**src/rtl/uart_rx_oversample.sv**
```systemverilog
// UART receiver: 2-flop synchronized rx, DIV-clock oversample tick, mid-bit sampling, LSB first.
// Define UART_RX_PARITY_EN to add an even-parity bit between the data bits and the stop bit.
module uart_rx_oversample #(
    parameter int unsigned DIV        = 27,
    parameter int unsigned OVERSAMPLE = 16,
    parameter int unsigned DATA_BITS  = 8
) (
    input  logic                 clk,
    input  logic                 R,
    input  logic                 rx,
    output logic [DATA_BITS-1:0] data_out,
    output logic                 valid,
    output logic                 frame_err,
`ifdef UART_RX_PARITY_EN
    output logic                 parity_err,
`endif
    output logic                 busy,
    output logic [31:0]          frame_count
);

    localparam int unsigned DivW = (DIV > 1) ? $clog2(DIV) : 1;
    localparam int unsigned SmpW = $clog2(OVERSAMPLE);
    localparam int unsigned BitW = (DATA_BITS > 1) ? $clog2(DATA_BITS) : 1;
    localparam logic [DivW-1:0] DivLast = DivW'(DIV - 1);
    localparam logic [SmpW-1:0] SmpLast = SmpW'(OVERSAMPLE - 1);
    localparam logic [SmpW-1:0] SmpMid  = SmpW'(OVERSAMPLE / 2 - 1);
    localparam logic [BitW-1:0] BitLast = BitW'(DATA_BITS - 1);

    typedef enum logic [2:0] {
        StIdle,
        StStart,
        StData,
`ifdef UART_RX_PARITY_EN
        StParity,
`endif
        StStop,
        StWaitHigh
    } state_e;

    state_e                 state_q;
    logic                   rx_meta, rx_s;
    logic [DivW-1:0]        div_q;
    logic [SmpW-1:0]        smp_q;
    logic [BitW-1:0]        bit_q;
    logic [DATA_BITS-1:0]   shreg_q;
    logic [DATA_BITS-1:0]   shift_next;
    logic                   tick;
    logic                   at_last;
`ifdef UART_RX_PARITY_EN
    logic                   par_q;
`endif

    always_ff @(posedge clk or posedge R) begin
        if (R) begin
            rx_meta <= 1'b1;
            rx_s    <= 1'b1;
        end else begin
            rx_meta <= rx;
            rx_s    <= rx_meta;
        end
    end

    assign tick       = (div_q == DivLast);
    assign at_last    = tick && (smp_q == SmpLast);
    // Line order is LSB first, so each new bit enters at the MSB and walks down.
    assign shift_next = (shreg_q >> 1) | (DATA_BITS'(rx_s) << (DATA_BITS - 1));

    always_ff @(posedge clk or posedge R) begin
        if (R) begin
            state_q     <= StIdle;
            div_q       <= '0;
            smp_q       <= '0;
            bit_q       <= '0;
            shreg_q     <= '0;
            data_out    <= '0;
            valid       <= 1'b0;
            frame_err   <= 1'b0;
            busy        <= 1'b0;
            frame_count <= '0;
`ifdef UART_RX_PARITY_EN
            par_q       <= 1'b0;
            parity_err  <= 1'b0;
`endif
        end else begin
            valid     <= 1'b0;
            frame_err <= 1'b0;
`ifdef UART_RX_PARITY_EN
            parity_err <= 1'b0;
`endif
            div_q <= tick ? '0 : div_q + 1'b1;
            if (tick) begin
                smp_q <= (smp_q == SmpLast) ? '0 : smp_q + 1'b1;
            end

            case (state_q)
                StIdle: begin
                    if (!rx_s) begin
                        // Restart the divider so ticks are phased to the start edge.
                        state_q <= StStart;
                        busy    <= 1'b1;
                        div_q   <= '0;
                        smp_q   <= '0;
                    end
                end
                StStart: begin
                    if (tick && (smp_q == SmpMid)) begin
                        smp_q <= '0;
                        if (!rx_s) begin
                            state_q <= StData;
                            bit_q   <= '0;
                        end else begin
                            state_q <= StIdle;
                            busy    <= 1'b0;
                        end
                    end
                end
                StData: begin
                    if (at_last) begin
                        shreg_q <= shift_next;
                        if (bit_q == BitLast) begin
`ifdef UART_RX_PARITY_EN
                            state_q <= StParity;
`else
                            state_q <= StStop;
`endif
                        end else begin
                            bit_q <= bit_q + 1'b1;
                        end
                    end
                end
`ifdef UART_RX_PARITY_EN
                StParity: begin
                    if (at_last) begin
                        par_q   <= rx_s;
                        state_q <= StStop;
                    end
                end
`endif
                StStop: begin
                    if (at_last) begin
                        if (rx_s) begin
                            state_q <= StIdle;
                            busy    <= 1'b0;
`ifdef UART_RX_PARITY_EN
                            if (^{shreg_q, par_q}) begin
                                parity_err <= 1'b1;
                            end else begin
                                data_out    <= shreg_q;
                                valid       <= 1'b1;
                                frame_count <= frame_count + 32'd1;
                            end
`else
                            data_out    <= shreg_q;
                            valid       <= 1'b1;
                            frame_count <= frame_count + 32'd1;
`endif
                        end else begin
                            frame_err <= 1'b1;
                            state_q   <= StWaitHigh;
                        end
                    end
                end
                StWaitHigh: begin
                    if (rx_s) begin
                        state_q <= StIdle;
                        busy    <= 1'b0;
                    end
                end
                default: begin
                    state_q <= StIdle;
                    busy    <= 1'b0;
                end
            endcase
        end
    end

endmodule

```
**config.mk**
```make
export PLATFORM = sky130hd
export DESIGN_NAME = uart_rx_oversample
export DESIGN_NICKNAME = d
export VERILOG_FILES = /design/src/rtl/uart_rx_oversample.sv
export SDC_FILE = /design/constraint.sdc
export NUM_CORES = 1
export LEC_CHECK = 0
export ABC_CLOCK_PERIOD_IN_PS = 4250
export CAP_MARGIN = 10
export CORE_UTILIZATION = 50
export CTS_CLUSTER_SIZE = 24
export DETAILED_ROUTE_END_ITERATION = 7
export PLACE_DENSITY_LB_ADDON = 0.25
export SLEW_MARGIN = 15
export SYNTH_ARGS = -nofsm -noshare
export SYNTH_HDL_FRONTEND = slang
export SYNTH_SLANG_ARGS = --single-unit
```
**constraint.sdc**
```tcl
create_clock -name clk -period 4.25 [get_ports clk]
set_input_delay 0.425 -clock clk [delete_from_list [all_inputs] [get_ports clk]]
set_output_delay 0.425 -clock clk [all_outputs]
set_load 0.02 [all_outputs]
```
* Yosys cells after proc, flatten, opt, wreduce, memory -nomap -nowiden
Cells that the tools add are included.
** Cells by class
- Add/sub/neg operators :: 4
- Eq/ne operators :: 16
- Multiplexer cells :: 33
- Bitwise gates (word level) :: 2
- Reductions and logical operators :: 9
** Operator list (number)
- $mux W3 :: 11
- $add A32 B1 Y32 const B :: 1
- $mux W4 :: 4
- $ne A2 B2 Y1 const B :: 8
- $mux W5 :: 3
- $pmux W3 S5 :: 1
- $mux W1 :: 10
- $or A7 B8 Y8 :: 1
- $pmux W4 S2 :: 1
- $eq A3 B2 Y1 const B :: 2
- $eq A3 B3 Y1 const B :: 2
- $pmux W3 S2 :: 1
- $reduce_and A6 Y1 :: 1
- $add A5 B1 Y5 const B :: 1
- $eq A5 B5 Y1 const B :: 1
- $pmux W1 S5 :: 1
- $reduce_and A5 Y1 :: 1
- $add A4 B1 Y4 const B :: 1
- $eq A4 B3 Y1 const B :: 1
- $eq A4 B4 Y1 const B :: 1
- $reduce_and A4 Y1 :: 1
- $add A3 B1 Y3 const B :: 1
- $eq A3 B1 Y1 const B :: 1
- $logic_not A3 Y1 :: 1
- 6 further kinds :: 7
** Storage, ports and cells
- Bits in registers :: 68
- Input port bits :: 3
- Word-level logic and storage cells :: 76

* Depth between registers and ports, before layout
- Depth in word-level cells :: 5
- Gate-level depth with buffers :: 8

* Worst setup path before layout
No wires, ideal clock.
- Path kind :: reg-to-reg
- From :: register frame_count[4]
- To :: register frame_count[23]
- Setup time :: 0.080 ns
- Data arrival time :: 1.832 ns
- Required time :: 4.170 ns
- Path slack :: 2.338 ns
- Cell stages (with the launch flop) :: 7
- Buffers on the path :: 2
- Clock period less this slack :: 1.912 ns
- Path through :: dfrtp_1 nand4_2 or4_4 buf_6 buf_12 nor3_2 xor2_1
** Between the ends
- Cells in the longest elaborated chain, start to end :: 1
** Ends and longest elaborated chain
- start, declared :: line 18 : output logic [31:0] frame_count
- start signal, assigned :: line 155 : frame_count <= frame_count + 32'd1;
- $add A32 B1 Y32 :: line 155
Every way passes these cells.
A chain may end at the register's enable or synchronous reset.

* Worst setup path after layout
- From :: register div_q[0]
- To :: register frame_count[9]
** Between the ends
- Cells in the longest elaborated chain, start to end :: 3
** Ends and longest elaborated chain
- start, declared :: line 42 : logic [DivW-1:0] div_q;
- start signal, assigned :: line 90 : div_q <= tick ? '0 : div_q + 1'b1;
- $eq A5 B5 Y1 :: line 63 : assign tick = (div_q == DivLast);
- $logic_and A1 B1 Y1 :: line 64 : assign at_last = tick && (smp_q == SmpLast);
- $reduce_and A3 Y1 (no source line)
Every way passes these cells.

==> flow_metrics.tcl <==
set metrics [dict create \
    p_leak_nw 1.79 \
    path_max_fanout 23 \
    ctsHoldBuffers 0 \
    rsz0062_at_grt "false" \
    mostFrequentLayoutCells "dfrtp_1, nand2_1, clkdlybuf4s50_1" \
    regArea_um2 1700 \
    reg2reg_from "div_q[0]" \
    fill_cells 525 \
    ff2ff_path_depth 8 \
    core_area_um2 6350 \
    gr-total-overflow 0 \
    ys_ff_latch 68 \
    cts_tree "yes" \
    cp-start-kind "flip-flop" \
    clk-insertion-delay-late_ns 0.35 \
    power.density_nw_per_um2 291 \
    min_path_type "reg -> reg" \
    grt_pass1_vias 2204 \
    diodes 0 \
    die_w_um 82.9 \
    regToRegSetupSlack_ns 1.95 \
    hold_viol 0 \
    post_cts_buffers 0 \
    max_freq_mhz 435 \
    setup-tns-final_ns 0 \
    end_kind "flip-flop" \
    wl_per_cell_um 14.4 \
    cts_root_buf "clkbuf_8" \
    regToRegEndpoint "frame_count[9]" \
    synth_seq_area_share_pct 52.1 \
    fp.dieH_um 82.9 \
    holdPathEnd "rx_s" \
    arrival_ns 2.54 \
    cts_sinks 68 \
    drive_gt1_share_pct 14.8 \
    gp_congestion 0.818 \
    ios 46 \
    dp_hpwl_um 4320 \
    fin_crit_ns 2.30 \
    peakVddDrop_uv 295 \
    area_growth_pct 19.8 \
    vias_per_cell 5.39 \
    wl_um 6180 \
    port_buffers 45 \
    synth_nets 310 \
    dieArea_um2 6870 \
    worst_slew_pin_slew_ns 0.953 \
    maxSlewHeadroom_pct 36.4 \
    synth_cell_type_count 47 \
    hold_depth 0 \
    cts_buffers 9 \
    fin_crit_sh_pct 54.1 \
    hp-start "rx_meta" \
    synth-edff-count 0 \
    avgSynthCellArea_um2 10.9 \
    yosys_warnings 0 \
    drc 0 \
    setup-violations-final 0 \
    cp.required_ns 4.49 \
    multi_input_area_um2 1450 \
    cts_resized 0 \
    final_nets 355 \
    clk_pin_slew_ns 0.08 \
    p_total_mw 1.14 \
    slew_viol_final 0 \
    final_common_cell "dfrtp_1" \
    antenna_found_initial 0 \
    drt_iter0_markers 75 \
    ys.flop_type "dfrtp_1" \
    num_rows 29 \
    dr.pass1.iters 6 \
    syn_inst 301 \
    grt_pass1_wl_um 10600 \
    max_cap_viol_count 0 \
    grt_use_total_pct 19.3 \
    cts_max_path_buffers 2 \
    skew_ns 0.00861 \
    async_flop_share_pct 100 \
    num_vias 2307 \
    status "completed" \
    path_class "reg -> reg" \
    antenna_left 0 \
    h-tree-depth 3 \
    syn-cell-area_um2 3270 \
    initial_core_util_pct 51.5 \
    grt_max_degree 48 \
]
## metrics by stage
step | utilization [%] | std cells | cell area [um2] | hold slack [ns] | setup slack, ns
floorplan | - | 301 | 3270 | 0.345 | 2.12
global placement | 59.0 | 412 | 3740 | 0.346 | 2.04
detailed placement | 59.0 | 412 | 3740 | 0.347 | 1.99
CTS | 61.8 | 428 | 3920 | 0.359 | 1.94
global route | 61.8 | 428 | 3920 | 0.367 | 1.76
finish | 61.8 | 428 | 3920 | 0.357 | 1.95
## per-layer routing
metal  routed length (um)  global-route usage, %  vias up
met1                 2890                   26.4     1136
met5                    0                      0        -
met2                 3010                   30.2       35
li1                     -                      -     1125
met3                  165                   3.68       11
met4                  116                   8.46        0
## worst max-delay path by stage
stage / startpoint / endpoint / slack [ns]
2_1_floorplan: R / bit_q[0] / 2.12
5_1_grt: div_q[0] / frame_count[9] / 1.76
3_5_place_dp: div_q[0] / frame_count[13] / 1.99
3_3_place_gp: div_q[0] / frame_count[13] / 2.04
4_1_cts: div_q[0] / frame_count[16] / 1.94
6_report: div_q[0] / frame_count[9] / 1.95
## synth_stat cells, types with 3 or more instances
master / number / area, um2
nand3_1: 16 / 80.1
o21ai_0: 4 / 20.0
a21oi_1: 7 / 35.0
buf_2: 3 / 15.0
inv_1: 8 / 30.0
nor2b_1: 5 / 31.3
nor3_2: 10 / 100
ha_1: 6 / 75.1
nor4_2: 4 / 50.1
nand2_1: 50 / 188
xor2_1: 17 / 149
nor2_1: 14 / 52.6
and2_1: 3 / 18.8
nor3_1: 4 / 20.0
and4_1: 3 / 26.3
clkbuf_1: 6 / 22.5
and3_1: 3 / 18.8
nand4_1: 11 / 68.8
dfrtp_1: 66 / 1650
mux2_2: 9 / 101
xnor2_1: 18 / 158
## layout make-up
cell class	instances	share of cell area, %
multi-input cells	211	36.9
clock inverters	7	1.34
inverters	9	0.862
repair buffers	47	11.9
flip-flops and latches	68	43.5
well taps	77	2.46
clock buffers	9	3.16
## worst max-delay path, stage by stage, from the launching register on
cell     delay (ns)
dfrtp_1        0.41
inv_1          0.07
ha_1           0.15
and4b_1        0.50
nand4_1        0.17
buf_4          0.23
inv_2          0.31
nand4_1        0.18
xnor2_1        0.16
## report_power, final
part	switching, mW	internal [mW]
Sequential	0.00123	0.648
Clock	0.261	0.214
Combinational	0.0136	0.00349
Total	0.275	0.866
## cells by family (layout without fill, tap and decap cells)
logic type / count (synthesis) / after routing / share of synthesized area, %
AND/OR/NAND/NOR: 140 / 140 / 25.3
XOR/XNOR: 35 / 35 / 9.37
buffers and inverters: 22 / 72 / 3.78
flip-flops: 68 / 68 / 52.1
multiplexers: 11 / 11 / 3.71
AO/OA/AOI/OAI: 19 / 19 / 3.48
adder cells (fa/ha/maj): 6 / 6 / 2.29
## flip-flops by register name, indices dropped and copies added (netlist names)
name         flops
frame_count     32
data_out         8
shreg_q          8
div_q            5
smp_q            4
bit_q            3
state_q          3
busy             1
frame_err        1
rx_meta          1
rx_s             1
valid            1
Power figures use the tool's default switching activity.
